## src/rtl/if_fetch_stage.sv

```systemverilog
// ============================================================================
// Module      : if_fetch_stage
// Description : Fetch-stage controller: PC, imem address, IF/ID register,
//               fetch/miss performance counters.
// Revision    : 1.0
// ============================================================================
`default_nettype none

module if_fetch_stage #(
    parameter logic [31:0] RESET_PC = 32'h0000_0000,
    parameter int          CNT_W    = 32
) (
    input  logic             clk,
    input  logic             rst,
    input  logic             freeze,
    input  logic             branch_taken,
    input  logic [31:0]      branch_addr,
    output logic [31:0]      imem_addr,
    input  logic [31:0]      imem_instr,
    input  logic             imem_ready,
    output logic [31:0]      id_pc,
    output logic [31:0]      id_instr,
    output logic             id_valid,
    output logic             fetch_stall,
    output logic [CNT_W-1:0] fetch_count,
    output logic [CNT_W-1:0] miss_count
);

    localparam logic [31:0] C_PC_STEP = 32'd4;

    logic [31:0]      pc_q, pc_d;
    logic [31:0]      id_pc_q, id_pc_d;
    logic [31:0]      id_instr_q, id_instr_d;
    logic             id_valid_q, id_valid_d;
    logic [CNT_W-1:0] fetch_count_q, fetch_count_d;
    logic [CNT_W-1:0] miss_count_q, miss_count_d;
    logic [31:0]      w_pc_plus4;

    assign w_pc_plus4 = pc_q + C_PC_STEP;

    // Priority: branch redirect > hazard freeze > memory miss > advance.
    always_comb begin
        pc_d          = pc_q;
        id_pc_d       = id_pc_q;
        id_instr_d    = id_instr_q;
        id_valid_d    = id_valid_q;
        fetch_count_d = fetch_count_q;
        miss_count_d  = miss_count_q;
        if (branch_taken) begin
            pc_d       = {branch_addr[31:2], 2'b00};
            id_pc_d    = 32'd0;
            id_instr_d = 32'd0;
            id_valid_d = 1'b0;
        end else if (freeze) begin
            pc_d = pc_q;
        end else if (!imem_ready) begin
            id_pc_d      = 32'd0;
            id_instr_d   = 32'd0;
            id_valid_d   = 1'b0;
            miss_count_d = miss_count_q + CNT_W'(1);
        end else begin
            pc_d          = w_pc_plus4;
            id_pc_d       = w_pc_plus4;
            id_instr_d    = imem_instr;
            id_valid_d    = 1'b1;
            fetch_count_d = fetch_count_q + CNT_W'(1);
        end
    end

    always_ff @(posedge clk) begin
        if (rst) begin
            pc_q          <= {RESET_PC[31:2], 2'b00};
            id_pc_q       <= 32'd0;
            id_instr_q    <= 32'd0;
            id_valid_q    <= 1'b0;
            fetch_count_q <= '0;
            miss_count_q  <= '0;
        end else begin
            pc_q          <= pc_d;
            id_pc_q       <= id_pc_d;
            id_instr_q    <= id_instr_d;
            id_valid_q    <= id_valid_d;
            fetch_count_q <= fetch_count_d;
            miss_count_q  <= miss_count_d;
        end
    end

    assign imem_addr   = {pc_q[31:2], 2'b00};
    assign fetch_stall = ~imem_ready;
    assign id_pc       = id_pc_q;
    assign id_instr    = id_instr_q;
    assign id_valid    = id_valid_q;
    assign fetch_count = fetch_count_q;
    assign miss_count  = miss_count_q;

endmodule

`default_nettype wire

```

## config.mk

```make
export PLATFORM = sky130hd
export DESIGN_NAME = if_fetch_stage
export DESIGN_NICKNAME = d
export VERILOG_FILES = /design/src/rtl/if_fetch_stage.sv
export SDC_FILE = /design/constraint.sdc
export NUM_CORES = 1
export LEC_CHECK = 0
export CAP_MARGIN = 20
export CORE_UTILIZATION = 50
export CTS_CLUSTER_SIZE = 40
export DETAILED_ROUTE_END_ITERATION = 16
export GPL_TIMING_DRIVEN = 1
export MAX_ROUTING_LAYER = met4
export PLACE_DENSITY = 0.87
export SLEW_MARGIN = 30
export SYNTH_ARGS = -nofsm -noshare
export SYNTH_HDL_FRONTEND = slang
export SYNTH_SLANG_ARGS = --single-unit
```

## constraint.sdc

```tcl
create_clock -name clk -period 3.9 [get_ports clk]
set_input_delay 1.17 -clock clk [delete_from_list [all_inputs] [get_ports clk]]
set_output_delay 1.17 -clock clk [all_outputs]
set_load 0.02 [all_outputs]
```

==> out/summary.md, run 1 <==
- number of enable flip-flop cells after synthesis: 0
- root buffer selected by CTS: clkbuf_16
- number of sinks on the clock net: 157
- class of the most critical setup path: in -> out
- relative area change from synthesis to final layout: 42.38%
- routed vias: 6594
- number of fillers in the final layout: 980
- worst min-delay path class: reg -> reg
- Starting Density: 52.04%
- Slew Limit Fails: 0
- worst endpoint data arrival time: 2230 ps
- setup repair after global routing missed its margin: no
- post-CTS setup buffer count: 0
- Setup crit start kind: input port
- row count: 42
- final worst clock skew: 9.595 ps
- number of hold violations in the final report: 0
- CP required: 2730 ps
- final weighted congestion in routability-driven placement: 0.8492
- overall power: 3.693 mW
- power density over the cells: 371.9 nW/um^2
- worst flop-to-flop path startpoint: pc_q[2]
- CTS hold repair buffers: 0
- maximum number of pins on one net before global-route repair: 95
- critical hold path startpoint: id_pc[10]
- post-synthesis instance total: 801
- launch point of the critical path: imem_ready
- wirelength, routed: 19440 um
- number of global-route vias before repair: 5979
- number of routed nets with antenna violations: 0
- I/O pins: 231
- initial antenna violation count: 0
- Sum Neg Setup Slack: 0 ps
- maximum clock frequency: 294.1 MHz
- flops & latches, synth: 157
- DIE AREA: 14430 um^2
- worst slew margin relative to its limit: 40.28%
- run status: finished, final reports clean
- Post-Syn Area: 6974 um^2
- total of max-cap violations: 0
- post-synthesis async set-or-reset flop share: 0%
- worst skew pair latency: 420 ps
- Finish-stage setup viols: 0
- number of buffers inserted by port buffering: 224
- TritonCTS buffer count: 17
- nature of the critical path endpoint: output pin
- maximum buffer depth of the clock tree: 2
- dpl hpwl: 13490 um
- slew at the pin closest to its max-slew limit: 887.5 ps
- Final Critical Period: 3400 ps
- residual overflow from global routing: 0
- die width: 120.1 um
- TritonCTS clock tree: built
- worst IR drop on VDD: 0.0002968 V
- Leakage: 3.356 nW
- synthesis warning total: 0
- count of instances resized after the clock tree is built: 0
- Chip Height: 120.1 um
- mean number of vias per cell: 5.523
- Avg Inst Size Synth: 8.707 um^2
- number of remaining DRC errors: 0
- prevailing post-synth register cell: dfxtp_1
- global-route wire length before repair: 30460 um
- Total Routing Usage GR: 27.53%
- drt pass-1 iters: 5
- most used cells in the layout excluding fill and tap cells: clkdlybuf4s50_1 (223), dfxtp_1 (157), nor2_1 (90)
- core area: 13400 um^2
- Final period util: 87.18%
- iteration-0 DRC count of the detailed router: 423
- Final Net Count: 1078
- post-layout utilization of the core: 74.10%
- htree depth: 4
- clock slew at the register clock pins of the worst setup and hold paths: 60 ps
- share of layout cells above drive strength 1: 5.796%
- # diodes: 0
- critical path peak fanout: 2
- proportion of synthesized chip area in sequential cells: 45.07%
- synth unique cells: 49
- most frequent standard cell in the layout excluding fill and tap cells: clkdlybuf4s50_1
- routed len/inst: 16.28 um
-- metrics by stage --
step | worst slack (ps) | area, um^2 | hold WS, ps | instances
after floorplan | 1209 | 6985 | 534.9 | 804
after CTS | 493.4 | 9926 | 458.5 | 1194
final | 500.0 | 9930 | 451.7 | 1194
after global placement | 465.2 | 9325 | 432.6 | 1163
after global routing | 467.9 | 9930 | 477.1 | 1194
after detailed placement | 385.5 | 9325 | 444.4 | 1163
-- worst max-delay path, cell delays in order --
cell	delay [ps]
clkdlybuf4s50_1	420
inv_1	60
clkdlybuf4s50_1	590
-- area by class of cell --
cell class / count / area, um^2 / share of cell area [%]
Clock buffer: 21 / 460.4 / 4.637
Clock inverter: 10 / 140.1 / 1.411
Inverter: 17 / 63.81 / 0.6426
Multi-Input combinational cell: 572 / 3533 / 35.58
Sequential cell: 157 / 3143 / 31.65
Tap cell: 176 / 220.2 / 2.218
Timing Repair Buffer: 241 / 2369 / 23.85
-- Yosys cell counts (24+ instances only) --
cell type	n	share of area, %
dfxtp_1	157	45
nor2_1	92	5.0
nand2_1	70	3.8
xnor2_1	66	8.3
clkbuf_1	40	2.2
nand3_1	40	2.9
o21ai_0	36	2.6
a22o_1	35	4.4
xor2_1	34	4.3
nand4_1	28	2.5
a21oi_1	24	1.7
nor3_1	24	1.7
-- routing by layer --
metal,global-route usage (%),part of all wire (%),vias to the layer above
met1,33.67,43,3089
li1,-,-,3210
met4,9.531,2.3,0
met5,-,0,-
met2,43.71,48,259
met3,7.319,7.5,36
-- worst paths after layout --
path                                     to  slack, ps  depth (start not counted)
worst max-delay path            fetch_stall        500                          3
worst min-delay path              id_pc[10]        450                          2
worst max register to register    id_pc[24]       1430                          6
worst min register to register    id_pc[10]        450                          2
-- power breakdown --
part | total (mW) | switching (mW) | internal [mW]
combinational | 0.323 | 0.157 | 0.166
clock | 1.68 | 0.648 | 1.04
sequential | 1.69 | 0.0484 | 1.64
total | 3.69 | 0.853 | 2.84
-- kinds of logic after synthesis --
logic type               after synthesis  share of synthesized area (%)
AO/OA/AOI/OAI                        125                          11.93
AND/OR/NAND/NOR                      336                          24.70
XOR/XNOR                             100                          12.56
other                                  1                        0.05377
flip-flops                           157                          45.07
adder cells (fa/ha/maj)                3                         0.5383
buffers and inverters                 75                          4.575
multiplexers                           4                         0.5741
-- registers in the layout (all words and copies together) (netlist names) --
name,cells
id_instr,32
miss_count,32
id_pc,30
id_valid,1
fetch_count,32
pc_q,30
(Power assumes the default switching activity.)
==> run 2: changes to the inputs <==
--- a/config.mk
+++ b/config.mk
@@ -9,7 +9,7 @@
 export CORE_UTILIZATION = 50
 export CTS_CLUSTER_SIZE = 40
 export DETAILED_ROUTE_END_ITERATION = 16
-export GPL_TIMING_DRIVEN = 1
+export GPL_TIMING_DRIVEN = 0
 export MAX_ROUTING_LAYER = met4
 export PLACE_DENSITY = 0.87
 export SLEW_MARGIN = 30
==> out/summary.md, run 2 (synthesized netlist as in run 1, its figures left out) <==
- # diodes: 0
- slew at the pin closest to its max-slew limit: 850.1 ps
- run status: finished, final reports clean
- most used cells in the layout excluding fill and tap cells: clkdlybuf4s50_1 (224), dfxtp_1 (157), nor2_1 (92)
- maximum clock frequency: 275.8 MHz
- nature of the critical path endpoint: output pin
- Sum Neg Setup Slack: 0 ps
- most frequent standard cell in the layout excluding fill and tap cells: clkdlybuf4s50_1
- Starting Density: 52.04%
- post-CTS setup buffer count: 0
- initial antenna violation count: 0
- number of global-route vias before repair: 6374
- worst endpoint data arrival time: 2460 ps
- TritonCTS buffer count: 17
- overall power: 3.687 mW
- dpl hpwl: 14850 um
- routed vias: 6736
- register-to-register setup slack: 1430 ps
- power density over the cells: 367.5 nW/um^2
- maximum number of pins on one net before global-route repair: 17
- share of layout cells above drive strength 1: 5.472%
- number of fillers in the final layout: 992
- DIE AREA: 14430 um^2
- number of hold violations in the final report: 0
- Final Net Count: 1119
- number of sinks on the clock net: 157
- maximum buffer depth of the clock tree: 2
- TritonCTS clock tree: built
- final weighted congestion in routability-driven placement: 0.8921
- CTS hold repair buffers: 0
- drt pass-1 iters: 5
- clock slew at the register clock pins of the worst setup and hold paths: 60 ps
- mean number of vias per cell: 5.450
- iteration-0 DRC count of the detailed router: 407
- final standard cell count with taps included and fillers excluded: 1236
- Total Routing Usage GR: 29.83%
- Placed Cells: 1204
- global routing met3 resource utilization: 7.605%
- I/O pins: 231
- worst min-delay path class: reg -> reg
- worst IR drop on VDD: 0.0002860 V
- Chip Height: 120.1 um
- die width: 120.1 um
- number of routed nets with antenna violations: 0
- global-route wire length before repair: 32620 um
- residual overflow from global routing: 0
- core area: 13400 um^2
- worst skew pair latency: 430 ps
- Slew Limit Fails: 0
- Leakage: 3.395 nW
- worst slew margin relative to its limit: 42.80%
- Final Critical Period: 3626 ps
- worst-case hold slack: 453.1 ps
- row count: 42
- global-route met2 utilization: 48.28%
- number of buffers inserted by port buffering: 224
- CP required: 2730 ps
- final worst clock skew: 6.184 ps
- Most Used Layer, Global Route: met2
- class of the most critical setup path: in -> out
- relative area change from synthesis to final layout: 43.88%
- setup repair after global routing missed its margin: no
- Final period util: 92.98%
- root buffer selected by CTS: clkbuf_16
- Setup crit start kind: input port
- critical path peak fanout: 7
- htree depth: 4
- count of instances resized after the clock tree is built: 0
- routed len/inst: 16.84 um
- Finish-stage setup viols: 0
- total of max-cap violations: 0
- number of remaining DRC errors: 0
- wirelength, routed: 20810 um
- met1 Usage GRT: 35.57%
## run 2: cell count changes in the layout (fill, tap and decap cells not counted), moves of 2 or more
cell      before  now
buf_1          0    2
buf_2          1    8
buf_4         16    7
clkbuf_1       2   40
clkbuf_8       2    0
inv_6          0    5
nor2_1        90   92
## run 2: stage by stage
step	setup WS, ps	utilization [%]	area [um^2]
2_1_floorplan	1209	-	6985
3_3_place_gp	116.4	70.50	9448
3_5_place_dp	125.1	70.50	9448
4_1_cts	285.1	74.88	10030
5_1_grt	222.4	74.88	10030
6_report	273.8	74.88	10030
## run 2: cell type report
class | instances | area (um^2) | share of cell area [%]
buffer | 58 | 255.2 | 2.544
clock buffer | 17 | 425.4 | 4.239
clock inverter | 15 | 161.4 | 1.608
inverter | 17 | 63.81 | 0.6359
multi-input combinational | 572 | 3523 | 35.11
sequential | 157 | 3143 | 31.32
tap | 176 | 220.2 | 2.195
timing repair buffer | 224 | 2242 | 22.34
## run 2: per-layer routing
layer	vias to the layer above	part of all wire (%)
met5	-	0
met4	0	2.2
met3	33	7.3
met2	249	48
met1	3161	42
li1	3293	-
## run 2: final timing paths
| path | startpoint | endpoint | depth (start not counted) |
|---|---|---|---|
| worst min-delay path | id_pc[9] | id_pc[9] | 2 |
| worst max-delay path | imem_ready | fetch_stall | 3 |
| worst max register to register | pc_q[2] | pc_q[20] | 6 |
| worst min register to register | id_pc[9] | id_pc[9] | 2 |
## run 2: power by group
group / internal [mW] / total [mW] / switching [mW]
clock: 0.953 / 1.66 / 0.708
combinational: 0.173 / 0.353 / 0.181
sequential: 1.64 / 1.67 / 0.0363
## run 2: critical path, cell delays in order
cell	delay, ps
clkdlybuf4s50_1	570
inv_1	110
clkdlybuf4s50_1	600
==> run 3: changes to the inputs <==
--- a/config.mk
+++ b/config.mk
@@ -5,13 +5,14 @@
 export SDC_FILE = /design/constraint.sdc
 export NUM_CORES = 1
 export LEC_CHECK = 0
-export CAP_MARGIN = 20
-export CORE_UTILIZATION = 50
+export ABC_CLOCK_PERIOD_IN_PS = 3900
+export CORE_UTILIZATION = 51
+export CTS_BUF_LIST = sky130_fd_sc_hd__clkbuf_4
 export CTS_CLUSTER_SIZE = 40
 export DETAILED_ROUTE_END_ITERATION = 16
 export GPL_TIMING_DRIVEN = 0
 export MAX_ROUTING_LAYER = met4
-export PLACE_DENSITY = 0.87
+export PLACE_DENSITY = 0.89
 export SLEW_MARGIN = 30
 export SYNTH_ARGS = -nofsm -noshare
 export SYNTH_HDL_FRONTEND = slang
==> out/summary.md, run 3 (synthesized netlist as in run 1, its figures left out) <==
- Final period util: 92.51%
- worst IR drop on VDD: 0.0002199 V
- run status: finished, final reports clean
- worst skew pair latency: 570 ps
- worst endpoint data arrival time: 2440 ps
- slew at the pin closest to its max-slew limit: 882.7 ps
- global-route wire length before repair: 32540 um
- worst flop-to-flop path startpoint: pc_q[2]
- critical hold path startpoint: id_pc[29]
- number of routed nets with antenna violations: 0
- setup repair after global routing missed its margin: no
- nature of the critical path endpoint: output pin
- critical path peak fanout: 7
- cell repeated most along the worst path: clkdlybuf4s50_1
- Final Net Count: 1119
- number of fillers in the final layout: 1023
- launch point of the critical path: imem_ready
- final weighted congestion in routability-driven placement: 0.8686
- Slew Limit Fails: 0
- Total Routing Usage GR: 29.80%
- worst slew margin relative to its limit: 40.61%
- Leakage: 3.256 nW
- Sum Neg Setup Slack: 0 ps
- Chip Height: 118.9 um
- dpl hpwl: 14980 um
- number of remaining DRC errors: 0
- residual overflow from global routing: 0
- most used cells in the layout excluding fill and tap cells: clkdlybuf4s50_1 (224), dfxtp_1 (157), nor2_1 (92)
- # diodes: 0
- CP required: 2730 ps
- die width: 118.9 um
- count of instances resized after the clock tree is built: 0
- power density over the cells: 315.7 nW/um^2
- share of layout cells above drive strength 1: 5.377%
- cell family with most CP delay: buffers and inverters
- wirelength, routed: 20340 um
- slowest stage cell on the critical path: clkdlybuf4s50_1
- DIE AREA: 14150 um^2
- CTS hold repair buffers: 0
- Final Critical Period: 3608 ps
- routed vias: 6899
- maximum buffer depth of the clock tree: 2
- worst min-delay path class: reg -> reg
- CP Buf/Inv Count: 3
- total of max-cap violations: 0
- root buffer selected by CTS: clkbuf_4
- Worst path max stage delay: 600 ps
- number of buffers inserted by port buffering: 224
- Placed Cells: 1204
- number of sinks on the clock net: 157
- number of hold violations in the final report: 0
- maximum number of pins on one net before global-route repair: 17
- relative area change from synthesis to final layout: 39.76%
- routed len/inst: 16.46 um
- core area: 13300 um^2
- row count: 42
- htree depth: 4
- Starting Density: 52.46%
- class of the most critical setup path: in -> out
- number of global-route vias before repair: 6441
- post-CTS setup buffer count: 0
- final worst clock skew: 15.75 ps
- TritonCTS buffer count: 17
- TritonCTS clock tree: built
- mean number of vias per cell: 5.582
- drt pass-1 iters: 8
- most frequent standard cell in the layout excluding fill and tap cells: clkdlybuf4s50_1
- final standard cell count with taps included and fillers excluded: 1236
- clock slew at the register clock pins of the worst setup and hold paths: 130 ps
- Setup crit start kind: input port
- maximum clock frequency: 277.2 MHz
- Finish-stage setup viols: 0
- I/O pins: 231
- initial antenna violation count: 0
- CP cell instances: clkdlybuf4s50_1 -> inv_1 -> clkdlybuf4s50_1
- iteration-0 DRC count of the detailed router: 554
run 3: cell types whose count changed in the layout (fill, tap and decap cells not counted), sizes merged:
| cell | change |
|---|---|
| clkinvlp | +3 |
| inv | -4 |
| bufinv | +1 |
run 3: path summary, 6_finish.rpt:
| path | end | slack (ps) | depth (start not counted) |
|---|---|---|---|
| hold / removal | id_pc[29] | 470 | 2 |
| setup / recovery | fetch_stall | 290 | 3 |
| hold reg to reg | id_pc[29] | 470 | 2 |
| setup reg to reg | pc_q[24] | 1400 | 6 |
run 3: metrics by stage:
stage	hold slack, ps	total power [mW]	area, um^2	setup WS [ps]	util (%)
finish	473.4	3.077	9747	292.3	73.31
global route	499.6	3.187	9747	239.6	73.31
CTS	477.4	3.083	9747	294.4	73.31
detailed placement	447.9	2.056	9448	83.56	71.06
global placement	434.4	2.051	9448	149.5	71.06
floorplan	534.9	1.870	6985	1209	-
run 3: worst min-delay path: cells and delay by family, from the launching register on:
| kind | cells | cell delay [ps] |
|---|---|---|
| compound gates | 1 | 60 |
| simple gates | 1 | 40 |
| flops | 1 | 350 |
run 3: layer usage:
layer,GRT usage [%],vias to the layer above,part of all wire (%)
met2,48.79,315,47
met1,36.09,3244,43
li1,-,3293,-
met3,7.375,47,7.5
met4,9.335,0,2.2
met5,-,-,0
run 3: power by group:
part           switching [mW]  total [mW]  internal, mW  leakage, nW
logic                   0.178       0.351         0.173         1.84
registers              0.0374        1.67          1.64         1.27
clock network           0.611        1.05         0.441        0.144
run 3: cell type report:
class | count | area [um^2] | area share (%)
sequential | 157 | 3143 | 32.25
multi-input combinational | 572 | 3523 | 36.15
clock buffer | 17 | 127.6 | 1.309
buffer | 58 | 255.2 | 2.619
tap | 176 | 220.2 | 2.259
inverter | 17 | 63.81 | 0.6547
clock inverter | 15 | 171.4 | 1.759
timing repair buffer | 224 | 2242 | 23.00
